[config.mk]
export PLATFORM = sky130hd
export DESIGN_NAME = gt_refclk_obufds
export DESIGN_NICKNAME = d
export VERILOG_FILES = /design/src/rtl/gt_refclk_obufds.sv
export SDC_FILE = /design/constraint.sdc
export NUM_CORES = 1
export LEC_CHECK = 0
export BUFFER_PORTS_ARGS = -buffer_cell sky130_fd_sc_hd__buf_2
export CAP_MARGIN = 20
export CORE_MARGIN = 1.5
export CORE_UTILIZATION = 35
export DETAILED_ROUTE_END_ITERATION = 6
export GPL_ROUTABILITY_DRIVEN = 0
export PLACE_DENSITY_LB_ADDON = 0.05
export SLEW_MARGIN = 20
export SYNTH_ARGS = -nofsm -noshare
export SYNTH_HDL_FRONTEND = slang
export SYNTH_SLANG_ARGS = --single-unit
[constraint.sdc]
create_clock -name CLK -period 3.6 [get_ports CLK]
set_input_delay 0.36 -clock CLK [delete_from_list [all_inputs] [get_ports CLK]]
set_output_delay 0.36 -clock CLK [all_outputs]
set_load 0.01 [all_outputs]
[src/rtl/gt_refclk_obufds.sv]
// gt_refclk_obufds: behavioural transmit-side GT reference-clock output
// buffer. Optionally divides a GT-domain clock and drives it onto O/OB.
//
// Parameters:
//   REFCLK_EN_TX_PATH  0 parks the pair at O=0/OB=1 for good
//   CLK_DIVIDE         1 (gated pass-through) or even 2..16
//   CE_SYNC_STAGES     CEB synchronizer depth, 2..4
//
// Ports:
//   CLK     in   source clock (GT output clock)
//   RST     in   asynchronous reset, active-high
//   CEB     in   output enable, active-low, asynchronous to CLK
//   O       out  differential output, true leg
//   OB      out  differential output, complement leg
//   ACTIVE  out  high while running or draining a high phase
//   EDGE_CNT out [15:0] rising-edge counter, only with the
//                `GT_REFCLK_EDGE_CNT_EN macro defined
`timescale 1ns/1ps

module gt_refclk_obufds #(
    parameter bit REFCLK_EN_TX_PATH = 1'b1,
    parameter int CLK_DIVIDE        = 2,
    parameter int CE_SYNC_STAGES    = 2
) (
    input  logic        CLK,
    input  logic        RST,
    input  logic        CEB,
    output logic        O,
    output logic        OB,
    output logic        ACTIVE
`ifdef GT_REFCLK_EDGE_CNT_EN
    ,
    output logic [15:0] EDGE_CNT
`endif
);

    generate
        if (!(CLK_DIVIDE == 1 ||
              (CLK_DIVIDE >= 2 && CLK_DIVIDE <= 16 &&
               CLK_DIVIDE % 2 == 0))) begin : g_bad_div
            $error("gt_refclk_obufds: illegal CLK_DIVIDE");
        end
        if (CE_SYNC_STAGES < 2 || CE_SYNC_STAGES > 4) begin : g_bad_sync
            $error("gt_refclk_obufds: illegal CE_SYNC_STAGES");
        end
    endgenerate

    localparam bit PASS = (CLK_DIVIDE == 1);
    // Last count of a half period; unused in pass-through mode.
    localparam logic [2:0] HALF_M1 =
        PASS ? 3'd0 : 3'(CLK_DIVIDE / 2 - 1);

    typedef enum logic [1:0] {
        STOPPED  = 2'd0,
        RUNNING  = 2'd1,
        STOPPING = 2'd2
    } state_t;

    logic [CE_SYNC_STAGES-1:0] ceb_sync;
    logic                      ceb_s;
    state_t                    state;
    state_t                    state_nxt;
    logic [2:0]                cnt;
    logic [2:0]                cnt_nxt;
    logic                      o_reg;
    logic                      o_nxt;
    logic                      toggle;
    logic                      active;
    logic                      gate;

    // Flops start at 1 so the output stays disabled out of reset.
    always_ff @(posedge CLK or posedge RST) begin
        if (RST) begin
            ceb_sync <= '1;
        end else begin
            ceb_sync <= {ceb_sync[CE_SYNC_STAGES-2:0], CEB};
        end
    end

    assign ceb_s  = ceb_sync[CE_SYNC_STAGES-1];
    assign toggle = (cnt == HALF_M1);

    always_comb begin
        state_nxt = state;
        cnt_nxt   = cnt;
        o_nxt     = o_reg;
        unique case (state)
            STOPPED: begin
                if (!ceb_s && REFCLK_EN_TX_PATH) begin
                    state_nxt = RUNNING;
                    cnt_nxt   = 3'd0;
                    o_nxt     = 1'b0;
                end
            end
            RUNNING: begin
                if (PASS) begin
                    if (ceb_s) begin
                        state_nxt = STOPPED;
                    end
                end else if (ceb_s && !o_reg) begin
                    // Truncating a low phase never produces a runt.
                    state_nxt = STOPPED;
                    cnt_nxt   = 3'd0;
                end else begin
                    if (toggle) begin
                        o_nxt   = ~o_reg;
                        cnt_nxt = 3'd0;
                    end else begin
                        cnt_nxt = cnt + 3'd1;
                    end
                    // A stop request landing on the falling edge
                    // itself finishes at once instead of draining.
                    if (ceb_s) begin
                        state_nxt = toggle ? STOPPED : STOPPING;
                    end
                end
            end
            STOPPING: begin
                // Divider keeps running so re-enable keeps phase.
                if (toggle) begin
                    o_nxt   = ~o_reg;
                    cnt_nxt = 3'd0;
                end else begin
                    cnt_nxt = cnt + 3'd1;
                end
                if (!ceb_s) begin
                    state_nxt = RUNNING;
                end else if (toggle) begin
                    state_nxt = STOPPED;
                end
            end
            default: begin
                state_nxt = STOPPED;
                cnt_nxt   = 3'd0;
                o_nxt     = 1'b0;
            end
        endcase
    end

    always_ff @(posedge CLK or posedge RST) begin
        if (RST) begin
            state  <= STOPPED;
            cnt    <= 3'd0;
            o_reg  <= 1'b0;
            active <= 1'b0;
        end else begin
            state  <= state_nxt;
            cnt    <= cnt_nxt;
            o_reg  <= o_nxt;
            active <= (state_nxt != STOPPED);
        end
    end

    generate
        if (PASS) begin : g_pass
            // Gate moves only while CLK is low, so CLK & gate
            // can never emit a partial high phase.
            always_ff @(negedge CLK or posedge RST) begin
                if (RST) begin
                    gate <= 1'b0;
                end else begin
                    gate <= (state == RUNNING);
                end
            end
        end else begin : g_div
            assign gate = 1'b0;
        end
    endgenerate

    assign O      = PASS ? (CLK & gate) : o_reg;
    assign OB     = ~O;
    assign ACTIVE = active;

`ifdef GT_REFCLK_EDGE_CNT_EN
    logic [15:0] edge_cnt;
    logic        rise;

    assign rise = PASS ? gate : (!o_reg && o_nxt);

    always_ff @(posedge CLK or posedge RST) begin
        if (RST) begin
            edge_cnt <= 16'd0;
        end else if (rise) begin
            edge_cnt <= edge_cnt + 16'd1;
        end
    end

    assign EDGE_CNT = edge_cnt;
`endif

endmodule
# ---- Word level (Yosys, flattened, before mapping)
# Index checks and enable logic that the tools add are counted.
dict set report totals {
  wordCells 32
  regBits 9
  output_inout_bits 3
  input_bits 3
}
dict set report op_classes {
  n_reduce_logical 6
  n_eq_ne 4
  muxes 15
  n_addsub 1
  bitwise 1
}
# op count
set op_table {}
lappend op_table {{two-way mux 2 bit} 6}
lappend op_table {{two-way mux 3 bit} 3}
lappend op_table {{one-hot mux 3 bit (3 select lines)} 1}
lappend op_table {{one-hot mux 2 bit (3 select lines)} 1}
lappend op_table {{!= test 2 bit (second input constant)} 2}
lappend op_table {{adder 3 x 1 -> 3 bit (second input constant)} 1}
lappend op_table {{logical NOT 3 bit} 1}
lappend op_table {{two-way mux 1 bit} 3}
lappend op_table {{one-hot mux 1 bit (3 select lines)} 1}
lappend op_table {{equality test 2 x 1 -> 1 bit (second input constant)} 1}
lappend op_table {{equality test 2 bit (second input constant)} 1}
lappend op_table {{logical NOT 2 bit} 1}
lappend op_table {{AND reduction 2 bit} 1}
lappend op_table {{nonzero test 2 bit} 1}
lappend op_table {{logical AND 1 bit} 1}
lappend op_table {{logical NOT 1 bit} 1}
lappend op_table {{inverter 1 bit} 1}

# ---- Depth between registers and ports, before layout
# Gate-level depths: netlist of run 1.
dict set report logic_depth {
  depth_word 6
  depth_mapped 7
  depth_no_buf 6
}

# ---- Worst setup path before layout of run 1
# OpenSTA, ideal clock, no wires.
dict set report synth_path {
  kind {reg2reg}
  from {register cnt[0]}
  to {register active, in the netlist ACTIVE}
  setup_time_ps 65
  arrival_time_ps 1414
  setup_slack_ps 2121
  required_time_ps 3535
  n_path_buf 0
  synth_period_minus_slack_ps 1479
  stages_incl_launch_ff 7
  cell_sequence {dfrtp_1 -> inv_1 -> ha_1 -> nor2b_1 -> or4_4 -> o41ai_2 -> or2_1}
}
dict set report synth_via {
  elab_chain_len 6
  elab_cells_between_ends 8
  classes_between {6 x mux; 2 x reduce/logical}
}
# element line_no
set synth_lines {}
lappend synth_lines {{from (decl)} 63} ;# logic [2:0] cnt;
lappend synth_lines {{from (signal assigned)} 148} ;# cnt <= cnt_nxt;
lappend synth_lines {{logical NOT 3 bit *} 81} ;# assign toggle = (cnt == HALF_M1);
lappend synth_lines {{two-way mux 2 bit} 114} ;# state_nxt = toggle ? STOPPED : STOPPING;
lappend synth_lines {{two-way mux 2 bit} 113} ;# if (ceb_s) begin
lappend synth_lines {{two-way mux 2 bit} 100} ;# end else if (ceb_s && !o_reg) begin
lappend synth_lines {{one-hot mux 2 bit (3 select lines) *} 87} ;# unique case (state)
lappend synth_lines {{via state_nxt[1]} 62} ;# state_t state_nxt;
lappend synth_lines {{nonzero test 2 bit *} 150} ;# active <= (state_nxt != STOPPED);
lappend synth_lines {{to (signal assigned)} 150}
lappend synth_lines {{to (decl)} 68} ;# logic active;
# Mark *: on every way through the listed nets, which the timed path passes. The rest lies on a longest branch.
# A chain may end at the register's enable or synchronous reset.

# ---- Worst setup path in the final report of run 1
# Ends and elaborated chain as after synthesis.

==> flow_summary.json, run 1 <==
{
  "outcome": "complete, no violations",
  "synthTopCellsByCount": "8 x inv_1, 7 x dfrtp_1, 6 x ha_1",
  "ys_types": 25,
  "grt_usage_pct": 12.6,
  "worstPathCellList": "inv_1 -> ha_1 -> nor2b_1 -> or4_4 -> o41ai_2 -> or2_1",
  "numCtsBuffers": 3,
  "met1Wirelength_um": 445,
  "num_rows": 13,
  "netlist.top_cell.by_area": "dfrtp_1",
  "fmax_mhz": 623,
  "post_cts_resized": 0,
  "synth.most_common_cell": "inv_1",
  "tns_ns": 0,
  "power_leakage_nw": 0.279,
  "drive_above_1_share_pct": 19.7,
  "topRoutingLayerUsed": "met3",
  "synthFlopType": "dfrtp_1",
  "io-pin-count": 6,
  "grt_pass1_vias": 422,
  "power.density_nw_per_um2": 557,
  "synth-edff-count": 0,
  "cts_max_level": 1,
  "cts_tree": "done",
  "wl_met2_um": 458,
  "drv_cap": 0,
  "maxSlewHeadroom_pct": 77.0,
  "critPathKind": "reg -> reg",
  "syn-num-nets": 62,
  "synth_area_leaders": "dfrtp_1 34%, ha_1 14%, dfstp_2 10%",
  "fillers": 138,
  "slowest_delay_ns": 0.49,
  "cts-root-buf": "clkbuf_4",
  "post-place-ws_ns": 2.02,
  "hold_viol_final": 0,
  "vias_per_cell": 5.33,
  "areaGrowthSynthToFinish_pct": 12.7,
  "grt_pass1_wl_um": 1700,
  "finalSetupViolations": 0,
  "drcViolationCount": 0,
  "clkLatencyLatePin_ns": 0.25,
  "syn-cell-area_um2": 520,
  "setup.worst_path.end_class": "flop",
  "r2r_slack_ns": 2.00,
  "fp.coreArea_um2": 1350,
  "fin_crit_sh_pct": 44.6,
  "io_buffers": 5,
  "wl_per_cell_um": 12.3,
  "ctsHoldBuffers": 0,
  "cts_setup_buffers": 0,
  "synthArstFlopShare_pct": 100,
  "hpwl_um": 756,
  "nNetsFinal": 71,
  "min_path_type": "in -> async",
  "fin_crit_ns": 1.60,
  "routed_wl_um": 937,
  "cp_slowest_cell": "or4_4",
  "drtIter0Drc": 9,
  "clockBufferDepth": 2,
  "ys_seq_area_share_pct": 43.8,
  "tightest_slew_ns": 0.345,
  "path_max_fanout": 4,
  "clk_pin_slew_ns": 0.06,
  "rsz0062_at_grt": "no",
  "irDropWorstVdd_mv": 0.219,
  "yosysTopAreaCellShare_pct": 33.7,
  "dr_wl_met3_um": 33,
  "vias": 405,
  "cp_data_arrival_time_ns": 1.79,
  "setup.worst_path.start_class": "flop",
  "synth.avg_cell_area_um2": 9.82,
  "setup_slack_ns": 2.00,
  "ff2ff_path_depth": 6,
  "worstPathRequired_ns": 3.79,
  "postSynthCellCount": 53,
  "antenna_left": 0,
  "n_antenna_cell": 0,
  "die_h_um": 41.6,
  "grt_overflow": 0,
  "die_x_um": 41.6,
  "grt_antenna_before_repair": 0,
  "fin_worst_skew_ns": 0.00518,
  "ys_ff_latch": 9,
  "start_util_pct": 38.6,
  "die_area_um2": 1730,
  "clock_sinks": 9,
  "grt_max_degree": 10,
  "drv_slew": 0,
  "dr.pass1.iters": 4,
  "yosys_warnings": 0
}
## area by class of cell
type	count	area [µm²]	area share [%]
inverter	8	30.0	5.12
timing repair buffer	5	25.0	4.26
clock buffer	4	26.3	4.48
sequential	9	228	38.8
multi-input combinational	35	259	44.1
tap	15	18.8	3.20
## critical path: cells and delay by family, from the launching register on
| family | cells | cell delay (ns) |
|---|---|---|
| AOI/OAI and AO/OA | 1 | 0.08 |
| DFF | 1 | 0.39 |
| and+or+nand+nor | 3 | 0.80 |
| buffers and inverters | 1 | 0.06 |
| adders and majority gates | 1 | 0.21 |
## final timing paths
kind | from | to
min in group CLK | CEB | ceb_sync[0]$_DFF_PP1_
worst min register to register | ceb_sync[0]$_DFF_PP1_ | ceb_sync[1]$_DFF_PP1_
max in group asynchronous | RST | ceb_sync[0]$_DFF_PP1_
worst max register to register | cnt[0]$_DFFE_PP0P_ | ACTIVE$_DFF_PP0_
worst max-delay path | cnt[0]$_DFFE_PP0P_ | ACTIVE$_DFF_PP0_
worst min-delay path | RST | state[0]$_DFF_PP0_
## sequential cells by signal, summed over array words and instances, names as in the netlist
| name | flops |
|---|---|
| cnt | 3 |
| state | 2 |
| ceb_sync | 2 |
| ACTIVE | 1 |
| O | 1 |
## per-layer routing
layer,vias to the layer above,GRT usage (%)
li1,198,-
met4,0,2.58
met1,198,14.8
met2,9,20.9
met5,-,0
met3,0,5.65
## where the power goes
group	internal [mW]	switching, mW
logic	0.0481	0.0732
registers	0.119	0.0120
clock network	0.0425	0.0325
## metrics by stage
step                hold WS (ns)  utilization, %  power (mW)  cell area (µm²)  instances
floorplan                  0.186               -       0.218              520         53
global placement           0.322            41.5       0.246              561         72
detailed placement         0.338            41.5       0.253              561         72
CTS                       0.0634            43.5       0.332              587         76
global route              0.0735            43.5       0.357              587         76
finish                    0.0555            43.5       0.327              587         76
## logic make-up (layout without fill, tap and decap cells)
group | after synthesis | in the layout | share of synthesized area [%]
fa+ha+maj | 6 | 6 | 14.4
flops | 9 | 9 | 43.8
buf+inv | 9 | 17 | 6.49
compound gates | 12 | 12 | 16.1
simple gates | 17 | 17 | 19.2
## cell usage in the layout, fill, tap and decap left out, drive strengths merged
cell	instances
a21o	1
a21oi	2
a221oi	1
a31oi	1
a32o	1
and2	1
buf	5
clkbuf	4
dfrtp	7
dfstp	2
ha	6
inv	8
nand2	2
nand2b	2
nand3	2
nand3b	1
nand4	1
nor2	2
nor2b	1
nor3	1
nor4	1
o21ai	5
o41ai	1
or2	1
or2b	1
or4	1
Note: power is estimated with default switching activity, not from simulation.
==> inputs of run 2 (changes only) <==
==> constraint.sdc (replaced) <==
create_clock -name CLK -period 1.7 [get_ports CLK]
set_input_delay 0.17 -clock CLK [delete_from_list [all_inputs] [get_ports CLK]]
set_output_delay 0.17 -clock CLK [all_outputs]
set_load 0.01 [all_outputs]
==> flow_summary.json, run 2 (synthesis gave the netlist of run 1 again) <==
{
  "grt_overflow": 0,
  "reg2reg_from": "cnt[0]$_DFFE_PP0P_",
  "grtUsageMet2_pct": 18.8,
  "min_path_type": "in -> reg",
  "path_max_fanout": 4,
  "clock_sinks": 9,
  "n_antenna_cell": 0,
  "rsz0062_at_grt": "no",
  "outcome": "complete, no violations",
  "tns_ns": 0,
  "fillers": 137,
  "critPathKind": "reg -> reg",
  "vias_per_cell": 5.13,
  "hpwl_um": 724,
  "fin_crit_ns": 1.60,
  "worstPathRequired_ns": 1.89,
  "clk_pin_slew_ns": 0.06,
  "setup_slack_ns": 0.0968,
  "multiInputGateArea_um2": 259,
  "die_area_um2": 1730,
  "post-place-ws_ns": 0.114,
  "top_regs": "cnt (3), ceb_sync (2), state (2)",
  "areaGrowthSynthToFinish_pct": 14.7,
  "use_met3_pct": 3.04,
  "numCtsBuffers": 3,
  "power.density_nw_per_um2": 1170,
  "worstHoldPathCells": 1,
  "io_buffers": 5,
  "grt_max_degree": 10,
  "ff2ff_path_depth": 6,
  "tightest_slew_ns": 0.340,
  "drive_above_1_share_pct": 19.4,
  "drcViolationCount": 0,
  "hold_path_end": "ceb_sync[0]$_DFF_PP1_",
  "die_h_um": 41.6,
  "final_cell_mix": "8 x inv_1, 7 x dfrtp_1, 6 x ha_1",
  "nNetsFinal": 72,
  "antenna_left": 0,
  "finalSetupViolations": 0,
  "grt_antenna_before_repair": 0,
  "clkLatencyLatePin_ns": 0.26,
  "drtIter0Drc": 11,
  "dr.pass1.iters": 4,
  "r2r_end": "ACTIVE$_DFF_PP0_",
  "power_leakage_nw": 0.284,
  "start_util_pct": 38.6,
  "fin_worst_skew_ns": 0.000840,
  "hold_slack_ns": 0.00703,
  "regMostFlops": "cnt",
  "largest_register_ff_count": 3,
  "die_x_um": 41.6,
  "maxSlewHeadroom_pct": 77.3,
  "grt.busiest_layer": "met2",
  "setup.worst_path.start_class": "flop",
  "io-pin-count": 6,
  "vias": 395,
  "cts_tree": "done",
  "grt_pass1_vias": 412,
  "ctsHoldBuffers": 1,
  "r2r_slack_ns": 0.1,
  "fp.coreArea_um2": 1350,
  "post_cts_resized": 0,
  "met1_usage_pct": 15.6,
  "irDropWorstVdd_mv": 0.632,
  "cts_setup_buffers": 0,
  "fmax_mhz": 624,
  "dp_cells": 72,
  "cts-root-buf": "clkbuf_4",
  "routed_wl_um": 929,
  "final_common_cell": "inv_1",
  "setup.worst_path.end_class": "flop",
  "grt_pass1_wl_um": 1640,
  "drv_slew": 0,
  "grt_usage_pct": 12.7,
  "clockBufferDepth": 2,
  "drv_cap": 0,
  "regArea_um2": 228,
  "hold_viol_final": 0,
  "fin_crit_sh_pct": 94.3,
  "wl_per_cell_um": 12.1,
  "num_rows": 13,
  "cts_max_level": 1,
  "instances_no_fill": 77,
  "hp-start": "CEB",
  "cp_data_arrival_time_ns": 1.80
}
## run 2: cell count changes in the layout (fill, tap and decap cells not counted)
| cell | delta |
|---|---|
| dlygate4sd3_1 | +1 |
## run 2: stage by stage
stage | total power [mW] | instance area, µm² | utilization, %
global route | 0.750 | 597 | 44.2
detailed placement | 0.537 | 561 | 41.5
floorplan | 0.462 | 520 | -
CTS | 0.705 | 597 | 44.2
global placement | 0.528 | 561 | 41.5
finish | 0.696 | 597 | 44.2
## run 2: critical path: stages (launching register included)
cell	delay, ns
dfrtp_1	0.40
inv_1	0.06
ha_1	0.21
nor2b_1	0.16
or4_4	0.48
o41ai_2	0.07
or2_1	0.16
## run 2: worst max-delay path by stage
stage | cells past startpoint | from | slack [ns] | endpoint
3_5_place_dp | 6 | cnt[0]$_DFFE_PP0P_ | 0.11 | ACTIVE$_DFF_PP0_
5_1_grt | 6 | cnt[0]$_DFFE_PP0P_ | 0.01 | ACTIVE$_DFF_PP0_
3_3_place_gp | 6 | cnt[0]$_DFFE_PP0P_ | 0.16 | ACTIVE$_DFF_PP0_
4_1_cts | 6 | cnt[0]$_DFFE_PP0P_ | 0.09 | ACTIVE$_DFF_PP0_
2_1_floorplan | 6 | cnt[0]$_DFFE_PP0P_ | 0.22 | ACTIVE$_DFF_PP0_
6_report | 6 | cnt[0]$_DFFE_PP0P_ | 0.1 | ACTIVE$_DFF_PP0_
## run 2: report_power, final
group / switching [mW] / leakage [nW] / internal, mW
Clock: 0.0732 / 0.0150 / 0.0904
Sequential: 0.0243 / 0.114 / 0.251
Combinational: 0.154 / 0.154 / 0.103
Total: 0.252 / 0.284 / 0.445
## run 2: area by class of cell
| cell class | instances | area share (%) |
|---|---|---|
| multi-input cells | 35 | 43.4 |
| well taps | 15 | 3.14 |
| clock buffers | 4 | 4.40 |
| flip-flops and latches | 9 | 38.2 |
| inverters | 8 | 5.03 |
| repair buffers | 6 | 5.87 |
## run 2: layer usage
layer / wire length [µm] / up-vias
li1: - / 202
met1: 438 / 184
met2: 448 / 7
met3: 27 / 2
met4: 14 / 0
met5: 0 / -
